===== src/rtl/serial_word_assembler.sv =====
// Serial-to-parallel receiver: MSB-first 1-bit stream assembled into WIDTH-bit words,
// queued in a first-word-fall-through FIFO with a registered head and valid/ready drain.
`timescale 1ns/1ps
module serial_word_assembler #(
    parameter int WIDTH = 16,
    parameter int DEPTH = 4
) (
    input  logic                     i_clk,
    input  logic                     i_rst,
    input  logic                     i_enable,
    input  logic                     i_bit_valid,
    input  logic                     i_bit_in,
    output logic [WIDTH-1:0]         o_word_out,
    output logic                     o_word_valid,
    input  logic                     i_word_ready,
    output logic                     o_done,
    output logic                     o_overflow,
    input  logic                     i_clear_overflow,
    output logic [$clog2(DEPTH):0]   o_level,
    output logic                     o_state
);

    localparam int CW = $clog2(WIDTH);
    localparam int AW = $clog2(DEPTH);

    typedef enum logic {S_IDLE = 1'b0, S_SHIFT = 1'b1} state_t;

    state_t           r_state, w_state_nxt;
    logic [CW-1:0]    r_cnt, w_cnt_nxt;
    logic [WIDTH-1:0] r_shift, w_shift_nxt;
    logic             w_capture;
    logic             w_push_req;
    logic [WIDTH-1:0] w_word;

    logic [WIDTH-1:0] r_mem [DEPTH];
    logic [AW-1:0]    r_wr_ptr, r_rd_ptr, w_rd_next;
    logic [AW:0]      r_level;
    logic [WIDTH-1:0] r_word_out;
    logic             r_done, r_overflow;
    logic             w_full, w_valid, w_pop, w_push, w_drop;

    // Handshake: a word leaves the FIFO on any edge where o_word_valid and i_word_ready are
    // both high; o_word_out is held stable while valid is high and ready is low.
    assign w_capture = i_enable & i_bit_valid;
    assign w_word    = {r_shift[WIDTH-2:0], i_bit_in};

    always_ff @(posedge i_clk or posedge i_rst) begin
        if (i_rst) begin
            r_state <= S_IDLE;
            r_cnt   <= '0;
            r_shift <= '0;
        end else begin
            r_state <= w_state_nxt;
            r_cnt   <= w_cnt_nxt;
            r_shift <= w_shift_nxt;
        end
    end

    always_comb begin
        w_state_nxt = r_state;
        w_cnt_nxt   = r_cnt;
        w_shift_nxt = r_shift;
        w_push_req  = 1'b0;
        if (!i_enable) begin
            w_state_nxt = S_IDLE;
            w_cnt_nxt   = '0;
            w_shift_nxt = '0;
        end else begin
            w_state_nxt = S_SHIFT;
            if (w_capture) begin
                w_shift_nxt = w_word;
                if (r_cnt == CW'(WIDTH - 1)) begin
                    w_push_req = 1'b1;
                    w_cnt_nxt  = '0;
                end else begin
                    w_cnt_nxt = r_cnt + 1'b1;
                end
            end
        end
    end

    // A full FIFO still accepts a push when the head is popped on the same edge.
    assign w_valid   = (r_level != '0);
    assign w_full    = (r_level == (AW + 1)'(DEPTH));
    assign w_pop     = w_valid & i_word_ready;
    assign w_push    = w_push_req & (~w_full | w_pop);
    assign w_drop    = w_push_req & ~w_push;
    assign w_rd_next = r_rd_ptr + 1'b1;

    always_ff @(posedge i_clk) begin
        if (w_push) begin
            r_mem[r_wr_ptr] <= w_word;
        end
    end

    always_ff @(posedge i_clk or posedge i_rst) begin
        if (i_rst) begin
            r_wr_ptr   <= '0;
            r_rd_ptr   <= '0;
            r_level    <= '0;
            r_word_out <= '0;
            r_done     <= 1'b0;
            r_overflow <= 1'b0;
        end else begin
            r_done <= w_push_req;
            if (w_drop) begin
                r_overflow <= 1'b1;
            end else if (i_clear_overflow) begin
                r_overflow <= 1'b0;
            end
            if (w_push) begin
                r_wr_ptr <= r_wr_ptr + 1'b1;
            end
            if (w_pop) begin
                r_rd_ptr <= w_rd_next;
            end
            case ({w_push, w_pop})
                2'b10:   r_level <= r_level + 1'b1;
                2'b01:   r_level <= r_level - 1'b1;
                default: r_level <= r_level;
            endcase
            // Head register: refill from the next slot, or bypass the incoming word
            // when it becomes the only entry.
            if (w_pop) begin
                if (r_level > (AW + 1)'(1)) begin
                    r_word_out <= r_mem[w_rd_next];
                end else if (w_push) begin
                    r_word_out <= w_word;
                end
            end else if (w_push && !w_valid) begin
                r_word_out <= w_word;
            end
        end
    end

    assign o_word_out   = r_word_out;
    assign o_word_valid = w_valid;
    assign o_done       = r_done;
    assign o_overflow   = r_overflow;
    assign o_level      = r_level;
    assign o_state      = r_state;

endmodule


===== config.mk =====
export PLATFORM = sky130hd
export DESIGN_NAME = serial_word_assembler
export DESIGN_NICKNAME = d
export VERILOG_FILES = /design/src/rtl/serial_word_assembler.sv
export SDC_FILE = /design/constraint.sdc
export NUM_CORES = 1
export LEC_CHECK = 0
export CORE_ASPECT_RATIO = 1.25
export CORE_MARGIN = 2
export CORE_UTILIZATION = 37
export CTS_CLUSTER_DIAMETER = 30
export DETAILED_ROUTE_END_ITERATION = 7
export PLACE_DENSITY = 0.57
export RECOVER_POWER = 25
export SETUP_SLACK_MARGIN = 0.1
export SKIP_LAST_GASP = 1
export SYNTH_ARGS = -nofsm -noshare
export SYNTH_HDL_FRONTEND = slang
export SYNTH_SLANG_ARGS = --single-unit
export TNS_END_PERCENT = 10

===== constraint.sdc =====
create_clock -name i_clk -period 4.2 [get_ports i_clk]
set_input_delay 0.84 -clock i_clk [delete_from_list [all_inputs] [get_ports i_clk]]
set_output_delay 0.84 -clock i_clk [all_outputs]
set_load 0.01 [all_outputs]

# ---- Word-level counts from Yosys, hierarchy flattened
# Memories as Yosys holds them, arrays and structs flattened.
# Cells that the tools add are included.
dict set report classes {
  addsub 5
  n_mul 0
  n_div 0
  n_lt_le_gt_ge 1
  eq_ne 6
  shift 0
  mux 18
  n_bitwise 7
  n_reduce_logical 7
}
# op count
set op_table {}
lappend op_table {{2-to-1 mux 16 bit} 4}
lappend op_table {{2-to-1 mux 15 bit} 2}
lappend op_table {{2-to-1 mux 4 bit} 3}
lappend op_table {{2-to-1 mux 1 bit} 8}
lappend op_table {{case mux 3 bit (2 select lines)} 1}
lappend op_table {{nonzero test 2 bit} 3}
lappend op_table {{adder 2 x 1 -> 2 bit (second input constant)} 2}
lappend op_table {{adder 4 x 1 -> 4 bit (second input constant)} 1}
lappend op_table {{bitwise AND 1 bit} 4}
lappend op_table {{equality test 4 bit (second input constant)} 1}
lappend op_table {{adder 3 x 1 -> 3 bit (second input constant)} 1}
lappend op_table {{equality test 3 bit (second input constant)} 1}
lappend op_table {{greater-than comparator 3 x 1 -> 1 bit (second input constant)} 1}
lappend op_table {{!= test 3 x 1 -> 1 bit (second input constant)} 1}
lappend op_table {{nonzero test 3 bit} 1}
lappend op_table {{subtractor 3 x 1 -> 3 bit (second input constant)} 1}
lappend op_table {{equality test 2 x 1 -> 1 bit (second input constant)} 1}
lappend op_table {{equality test 2 bit (second input constant)} 1}
lappend op_table {{!= test 2 x 1 -> 1 bit (second input constant)} 1}
lappend op_table {{NOT 1 bit} 2}
lappend op_table {{AND reduction 2 bit} 1}
lappend op_table {{logical AND 1 bit} 1}
lappend op_table {{zero test 1 bit} 1}
lappend op_table {{bitwise OR 1 bit} 1}
dict set report totals {
  register_bits 45
  latchBits 0
  ram_bits 64
  rom_bits 0
  word_cells 54
  n_memories 1
}
# name words width rd rd_clocked_by_memory_dff wr line_no
set mem_list {}
lappend mem_list {r_mem 4 16 1 0 1 35} ;# logic [WIDTH-1:0] r_mem [DEPTH];

# ---- Longest topological paths before layout
# Gate-level depths: netlist of the first run.
dict set report depth {
  ltp_word 8
  depth_mapped 8
  ltp_nobuf 6
}

# ---- Worst setup path before layout of the first run
# Ideal clock, no wire load.
dict set report synth_timing {
  path_kind {input port to flip-flop}
  startpoint {input port i_bit_valid}
  endpoint {memory r_mem[0][0], enable pin}
  setup_time_ns 0.374
  arrival_time_ns 2.235
  path_slack_ns 1.591
  cell_stages 6
  path_cell_list {buf_4 nand2_2 or2_2 buf_2 a31oi_4 and2_1}
}
dict set report synth_via {
  elab_chain_len 6
}
# element line_no
set synth_lines {}
lappend synth_lines {{from (decl)} 11} ;# input logic i_bit_valid,
lappend synth_lines {{bitwise AND 1 bit} 44} ;# assign w_capture = i_enable & i_bit_valid;
lappend synth_lines {{2-to-1 mux 1 bit} 70} ;# if (w_capture) begin
lappend synth_lines {{2-to-1 mux 1 bit} 64} ;# if (!i_enable) begin
lappend synth_lines {{bitwise AND 1 bit} 86} ;# assign w_push = w_push_req & (~w_full | w_pop);
lappend synth_lines {{2-to-1 mux 1 bit} 91} ;# if (w_push) begin
lappend synth_lines {{2-to-1 mux 1 bit (not written as such)} 92} ;# r_mem[r_wr_ptr] <= w_word;
lappend synth_lines {{to (decl)} 35}
# No other way between the ends.

# ---- Worst setup path after layout of the first run
dict set report layout_timing {
  startpoint {input port i_enable}
  endpoint {memory r_mem[1][2], enable pin}
}
dict set report layout_via {
  elab_chain_len 6
}
# element line_no
set layout_lines {}
lappend layout_lines {{from (decl)} 10} ;# input logic i_enable,
lappend layout_lines {{bitwise AND 1 bit} 44}
lappend layout_lines {{2-to-1 mux 1 bit} 70}
lappend layout_lines {{2-to-1 mux 1 bit (*)} 64}
lappend layout_lines {{bitwise AND 1 bit (*)} 86}
lappend layout_lines {{2-to-1 mux 1 bit (*)} 91}
lappend layout_lines {{2-to-1 mux 1 bit (not written as such) (*)} 92}
# Every way passes the cells marked *; elsewhere a longest branch is shown, timed or not.

==> metrics.txt, run 1 <==
ANT cells=0; RSZ-0062 raised after global routing=no; drt first pass iters=5; Longest Clk Path Bufs=2; Clk Latency, worst-skew pair=350 ps; core area=approximately 12000 µm²; # DRC=0; skew final=4.75 ps; Routed WL=8.35 mm; CTS tree=yes; Overall Power=2900 µW; die width=104 µm; Nets=336; Vias=2452; antenna viol nets, final=0; Synthesis Warnings=0; Seq/Total Area, Yosys=0.664; Final period util=0.716; initial antenna violation count=0; slew margin rel.=0.283; Max FO, Critical Path=21; final setup violation count=0; worst min-delay path class=flop to flop; Root Buffer=clkbuf_16; post-CTS setup buffers=0; Setup CP Type=input pin to flop; Peak supply drop=approximately 320 µV; Yosys reg bits=between 100 and 150; Post-Syn Area per Cell=15.9 µm²; I/O pin count=30; Initial Util=0.379; row cnt=45; pin count of the biggest net entering global routing=46; min Tclk post-route=3010 ps; First DRT Iteration DRCs=~160; htree depth=3; grt total ovfl=0; post-CTS sizing=0; Placed Area=5050 µm²; Critical Path RT=4230 ps; async set-or-reset flop fraction in the synthesized netlist=0.413; wire length per cell=17.1 µm; Final Wtd Congestion=~0.81; CTS clk-pin slew, worst paths=70 ps; most common cell after layout, fill and taps aside=edfxtp_1; critical path arrival=~3000 ps; Vias/cell=between 5 and 6; MaxCap Viol Count=0; cell count after synthesis=289; final instance area=5330 µm²; CTS Sinks=109; Die ar.=13300 µm²; most frequent cells in the layout=edfxtp_1 (64), dfrtp_1 (45), mux2i_1 (32); Final Hold Viols=0; Placed Instances=473; Slew Limit Fails=0; P_leak=0.00206 µW; Post-Syn Nets=a little over 300; mapped cell area=4590 µm²; Top FF cell, synth=edfxtp_1; Power Dens Cells=544 nW/µm²; outcome=finished, final reports clean; total track usage=0.133; vias in the first global route=between 2000 and 2500; Area growth, synth to finish=16.0%; proportion of layout cells with a drive suffix above 1=0.142; number of buffers inserted by hold repair at cts=0; Final HPWL DP=5.42 mm; max frequency=0.332 GHz; TritonCTS Buffers=9; Post-Layout Cell Count=about 500; port buffer count=29; Worst setup EP type=flop; first-pass GRT wire length=13.4 mm; setup_tns=0 ps; measured slew at the worst slew-check pin=1080 ps; die span in y=129 µm; Unique masters post-synth=42; CP Launch Type=input pin; number of synthesized flops with an enable pin=64
## registers in the layout (all words and copies together) (netlist names)
register / count
r_rd_ptr: 2
r_cnt: 4
o_overflow: 1
r_mem: 64
r_shift: 15
o_state: 1
o_level: 3
o_done: 1
r_wr_ptr: 2
o_word_out: 16
## layer usage
metal  vias up  track usage  routed length (µm)
met4         0       0.0692                 212
met1      1234        0.167                3760
met3        15       0.0263                 302
met2        63        0.221                4080
li1       1140            -                   -
met5         -            0                   0
## path summary, 6_finish.rpt
kind	start	to	slack, ps	depth (start not counted)
setup / recovery	i_enable	r_mem[1][2]	1190	6
hold / removal	o_overflow	o_overflow	540	2
setup reg to reg	o_level[0]	o_word_out[11]	1590	6
hold reg to reg	o_overflow	o_overflow	540	2
max in group asynchronous	i_rst	r_shift[1]	2540	2
min in group asynchronous	i_rst	r_cnt[0]	1040	2
## per-stage QoR
step | hold slack (ps) | setup WS (ps) | util
after CTS | 541 | 1180 | 0.440
after detailed placement | 521 | 823 | 0.417
after global routing | 570 | 1000 | 0.440
final | 538 | 1190 | 0.440
after global placement | 523 | 878 | 0.417
after floorplan | 495 | 1590 | -
## logic make-up (layout without fill, tap and decap cells)
logic type | Yosys count | after routing | share of synthesized area
xor+xnor | 6 | 6 | 0.0114
flops | 109 | 109 | 0.664
fa+ha+maj | 9 | 9 | 0.0245
compound gates | 33 | 33 | 0.0496
mux | 49 | 49 | 0.151
buf+inv | 26 | 62 | 0.0283
simple gates | 57 | 57 | 0.0714
## synthesized netlist by cell type (all sizes together), types with 3 or more instances
cell    instances  area share
ha              9       0.025
a21oi           3      0.0033
mux2i          32       0.070
nand2           6      0.0055
o21ai          17       0.019
and2            7      0.0095
clkbuf          9      0.0074
dfrtp          45        0.25
nor2b          16       0.022
buf             7       0.013
xnor2           5      0.0095
edfxtp         64        0.42
inv            10      0.0082
a31oi           3      0.0074
mux4           16       0.078
nand3          19       0.021
## critical path, cell delays in order
cell	delay (ps)
clkdlybuf4s50_1	820
nand3_1	310
or2_2	430
a31oi_4	230
and2_1	150
buf_4	250
## layout make-up
cell class,instances,area [µm²]
fillers,1078,6780
repair buffers,36,343
clock buffers,11,243
inverters,10,37.5
clock inverters,5,36.3
well taps,164,205
flip-flops and latches,109,3050
multi-input cells,154,1410
## report_power, final
part           switching, µW  internal [µW]
combinational            322            408
sequential               151           1220
clock                    378            419
total                    850           2050
Power figures use the tool's default switching activity.
==> run 2: changes to the inputs <==
- clock period: 4.2 -> 3.12 ns (I/O delays scaled with it)
==> run 2 against run 1 <==
Compared with the run above:
- utilization increased by 0.45 points
- non-clock buffer count increased by 4
- critical path depth decreased by 2
- register-to-register slack got worse by 920 ps
- critical path type is now flop to output pin
- clock power increased by 44%
- combinational power increased by 41%
- cell area increased by 1.0%
- clock skew increased by 5.0 ps
- worst hold slack got worse by 2.7 ps
- final cell count increased by 0.82%
- count of clock-buffer cells in the layout increased by 2
- largest power group unchanged
==> metrics.txt, run 2 (synthesized netlist as in run 1, its figures left out) <==
outcome=finished, final reports clean; critical path arrival=2050 ps (-990 ps); area of the multi-input gates=1410 µm² (unchanged); FF/Latch Area=3050 µm² (unchanged); Nets=340 (+1.2%); Overall Power=4010 µW (+38%); Vias/cell=4.96 (-1.1%); wire length per cell=17.1 µm (+0.41%); worst min-delay path class=flop to flop; Final Wtd Congestion=0.896 (+10%); core area=12100 µm² (unchanged); critical path capture point=o_word_valid; Power Dens Cells=745 nW/µm² (+37%); Final period util=0.858; max frequency=between 0.3 and 0.4 GHz; htree depth=3 (unchanged); most frequent cells in the layout=edfxtp_1 (64), dfrtp_1 (45), mux2i_1 (32); First DRT Iteration DRCs=108 (-30%); number of buffers inserted by hold repair at cts=0 (unchanged); initial antenna violation count=0 (unchanged); Vias=2444 (-0.33%); total track usage=0.138 (+0.00509); max FFs per register=64 (unchanged); slew margin rel.=0.312 (+0.0287); Routed WL=8.45 mm (+1.2%); CP Launch Type=flop; pin count of the biggest net entering global routing=46 (unchanged); Final Hold Viols=0 (unchanged); post-CTS setup buffers=0 (unchanged); ANT cells=0 (unchanged); reg2reg setup slack=670 ps (-920 ps); final setup violation count=0 (unchanged); R2R cell count=6 (unchanged); fillers=1074 (-0.37%); Setup CP Type=flop to output pin; Reg-to-Reg Start=o_level[1]; Area growth, synth to finish=17.2%; first-pass GRT wire length=13.9 mm (+3.7%); P_leak=0.00210 µW (+2.0%); Slew Limit Fails=0 (unchanged); row cnt=45 (unchanged); setup_tns=0 ps (unchanged); Critical Path RT=2500 ps (-1730 ps); skew final=9.71 ps (+4.97 ps); worst min-delay path startpoint=o_overflow; Placed Area=5080 µm² (+0.60%); min Tclk post-route=2680 ps; Clk Latency, worst-skew pair=340 ps (about the same); Peak supply drop=454 µV (+42%); Worst setup EP type=output pin; # DRC=0 (unchanged); die span in y=129 µm (unchanged); most common cell after layout, fill and taps aside=edfxtp_1; reg-to-reg endpoint=o_word_out[11]; Final HPWL DP=5.36 mm (-1.0%); die width=104 µm (unchanged); CTS tree=yes; proportion of layout cells with a drive suffix above 1=0.149 (+0.00740); I/O pin count=30 (unchanged); post-CTS sizing=0 (unchanged); RSZ-0062 raised after global routing=no; MaxCap Viol Count=0 (unchanged); Critical path origin=o_level[1]; Max FO, Critical Path=8 (-62%); Initial Util=0.379 (unchanged); grt total ovfl=0 (unchanged); drt first pass iters=6 (+1); vias in the first global route=2543 (+3.0%); final instance area=5380 µm² (+1.0%); measured slew at the worst slew-check pin=1030 ps (-43.0 ps); CTS Sinks=109 (unchanged); Longest Clk Path Bufs=2 (unchanged); Die ar.=13300 µm² (unchanged); antenna viol nets, final=0 (unchanged); Root Buffer=clkbuf_16; port buffer count=29 (unchanged); TritonCTS Buffers=9 (unchanged); CTS clk-pin slew, worst paths=70 ps (about the same); Largest Register=r_mem
## run 2: cell types whose count changed in the layout (fill, tap and decap cells not counted), sizes merged
cell / change
buf: +4
clkinvlp: -3
clkbuf: +2
bufinv: +1
## run 2: metrics by stage
step	hold slack [ps]	util	instances	setup WS, ps
floorplan	495	-	289	727
global placement	527	0.419	477	484
detailed placement	528	0.419	477	461
CTS	546	0.444	493	419
global route	564	0.444	493	348
finish	535	0.444	493	444
## run 2: worst max-delay path, cell delays in order, from the launching register on
cell and delay (ps):
dfrtp_1 440, inv_1 170, ha_1 470, nand2b_4 130, clkdlybuf4s50_1 500
## run 2: power breakdown
part / total (µW) / switching [µW] / leakage, µW / internal, µW
registers: 1830 / 186 / 0.00116 / 1650
clock network: 1150 / 486 / 0.000150 / 667
logic: 1030 / 461 / 0.000790 / 565
total: 4010 / 1130 / 0.00210 / 2880
## run 2: layer usage
layer  track usage  wire [µm]  vias up  part of all wire
met5             0          0        -                 0
met4        0.0668        165        0             0.020
met3        0.0223        200       10             0.024
met2         0.231       4210       37              0.50
met1         0.177       3880     1242              0.46
li1              -          -     1155                 -
## run 2: final cells by class
class                   instances  share of cell area
multi-input cells             154               0.263
well taps                     164              0.0381
clock inverters                 3             0.00814
repair buffers                 40              0.0693
inverters                      10             0.00698
flip-flops and latches        109               0.567
clock buffers                  13              0.0484
## run 2: worst min path at each step
stage	to	cells past startpoint
floorplan	r_mem[0][15]	0
global placement	o_overflow	2
detailed placement	o_overflow	2
CTS	o_overflow	2
global route	o_overflow	2
finish	o_overflow	2
==> run 3: changes to the inputs <==
- PLACE_DENSITY: 0.57 -> not set
- PLACE_DENSITY_LB_ADDON: not set -> 0.1
==> run 3 against run 2 <==
Compared with the run above:
- worst hold slack worse by 7.3 ps
- cell area up 0.26%
- non-clock buffer count unchanged
- worst setup slack worse by 3.3 ps
- critical path depth unchanged
- flip-flop and latch count unchanged
- register-to-register slack worse by 40 ps
- clock power about the same
- largest power group unchanged
==> metrics.txt, run 3 (synthesized netlist as in run 1, its figures left out) <==
outcome=finished, final reports clean; core area=12100 µm² (unchanged); Comb pwr share=0.262 (+0.006); Worst setup EP type=output pin; Net Sw Frac=0.284 (+0.00168); grt total ovfl=0 (unchanged); initial antenna violation count=0 (unchanged); row cnt=45 (unchanged); First DRT Iteration DRCs=64 (-41%); Vias/cell=5.07 (+2.3%); Final Wtd Congestion=0.840 (-6.2%); Clk Latency, worst-skew pair=340 ps (about the same); critical path arrival=2060 ps (about the same); Largest Register=r_mem; Slew Limit Fails=0 (unchanged); Net Sw Power=1150 µW (+1.1%); sequential power share=0.450 (-0.007); Final Hold Viols=0 (unchanged); proportion of layout cells with a drive suffix above 1=0.146 (-0.00304); Die ar.=13300 µm² (unchanged); htree depth=3 (unchanged); ANT cells=0 (unchanged); Critical Path RT=2500 ps (about the same); R2R cell count=6 (unchanged); most frequent cells in the layout=edfxtp_1 (64), dfrtp_1 (45), mux2i_1 (32); drt first pass iters=4 (-2); Routed WL=9.14 mm (+8.1%); slew margin rel.=0.270 (-0.0416); number of buffers inserted by hold repair at cts=0 (unchanged); clock power share=0.288 (about the same); RSZ-0062 raised after global routing=no; Power Dens Cells=747 nW/µm² (+0.25%); TritonCTS Buffers=9 (unchanged); wire length per cell=18.5 µm (+8.1%); final instance area=5390 µm² (+0.26%); Longest Clk Path Bufs=2 (unchanged); P_leak=0.00210 µW (+0.18%); WHS Path Cells=2 (unchanged); die span in y=129 µm (unchanged); fillers=1099 (+2.3%); post-CTS sizing=0 (unchanged); measured slew at the worst slew-check pin=1090 ps (+62.5 ps); Area growth, synth to finish=17.5%; total track usage=0.147 (+0.00949); worst min-delay path class=flop to flop; die width=104 µm (unchanged); Nets=340 (unchanged); first-pass GRT wire length=14.8 mm (+6.4%); pin count of the biggest net entering global routing=27 (-41%); Final HPWL DP=5.70 mm (+6.4%); Int Pwr=2880 µW (+0.27%); min Tclk post-route=2680 ps (+3.34 ps); port buffer count=29 (unchanged); most common cell after layout, fill and taps aside=edfxtp_1; CTS clk-pin slew, worst paths=70 ps (about the same); CTS Sinks=109 (unchanged); CP Launch Type=flop; Root Buffer=clkbuf_16; # DRC=0 (unchanged); Final period util=0.859 (+0.00107); setup_tns=0 ps (unchanged); Max FO, Critical Path=8 (unchanged); Vias=2499 (+2.3%); CTS tree=yes; I/O pin count=30 (unchanged); final setup violation count=0 (unchanged); Setup CP Type=flop to output pin; MaxCap Viol Count=0 (unchanged); Peak supply drop=413 µV (-9.1%); vias in the first global route=2627 (+3.3%); antenna viol nets, final=0 (unchanged); post-CTS setup buffers=0 (unchanged); max FFs per register=64 (unchanged); skew final=8.47 ps (-1.24 ps); max frequency=0.373 GHz (-0.12%); Initial Util=0.379 (unchanged); Placed Area=5090 µm² (+0.25%)
-- run 3: layer usage --
layer / GRT usage / part of all wire
met1: 0.196 / 0.46
met2: 0.242 / 0.49
met3: 0.0223 / 0.030
met4: 0.0700 / 0.022
met5: 0 / 0
-- run 3: layout make-up --
cell class,count,area (µm²),share of cell area
multi-input combinational,154,1410,0.262
timing repair buffer,40,385,0.0714
inverter,10,37.5,0.00696
clock inverter,3,43.8,0.00812
tap,164,205,0.0380
sequential,109,3050,0.565
clock buffer,13,262,0.0485
-- run 3: final timing paths --
check | startpoint | to | slack [ps]
min in group asynchronous | i_rst | r_cnt[1] | 640
max in group asynchronous | i_rst | o_word_out[15] | 1950
max | o_level[1] | o_word_valid | 440
min reg2reg | o_overflow | o_overflow | 530
min | o_overflow | o_overflow | 530
max reg2reg | o_level[1] | o_word_out[15] | 630
-- run 3: critical path: stages (launching register included) --
cell,delay [ps]
dfrtp_1,440
inv_1,160
ha_1,460
nand2b_4,140
clkdlybuf4s50_1,500
-- run 3: per-stage QoR --
stage	std cells	power (µW)	worst slack, ps	hold WS, ps	util
final	493	4030	440	528	0.446
after global routing	493	4260	360	557	0.446
after detailed placement	477	2920	397	522	0.420
after floorplan	289	2480	727	495	-
after global placement	477	2930	432	526	0.420
after CTS	493	4090	429	536	0.446
-- run 3: power by group through the flow --
stage	sequential [µW]	clock, µW	combinational (µW)
4_1_cts	1820	1190	1080
5_1_grt	1850	1250	1150
2_1_floorplan	1810	0	669
6_report	1810	1160	1060
3_3_place_gp	1850	0	1080
3_5_place_dp	1850	0	1070
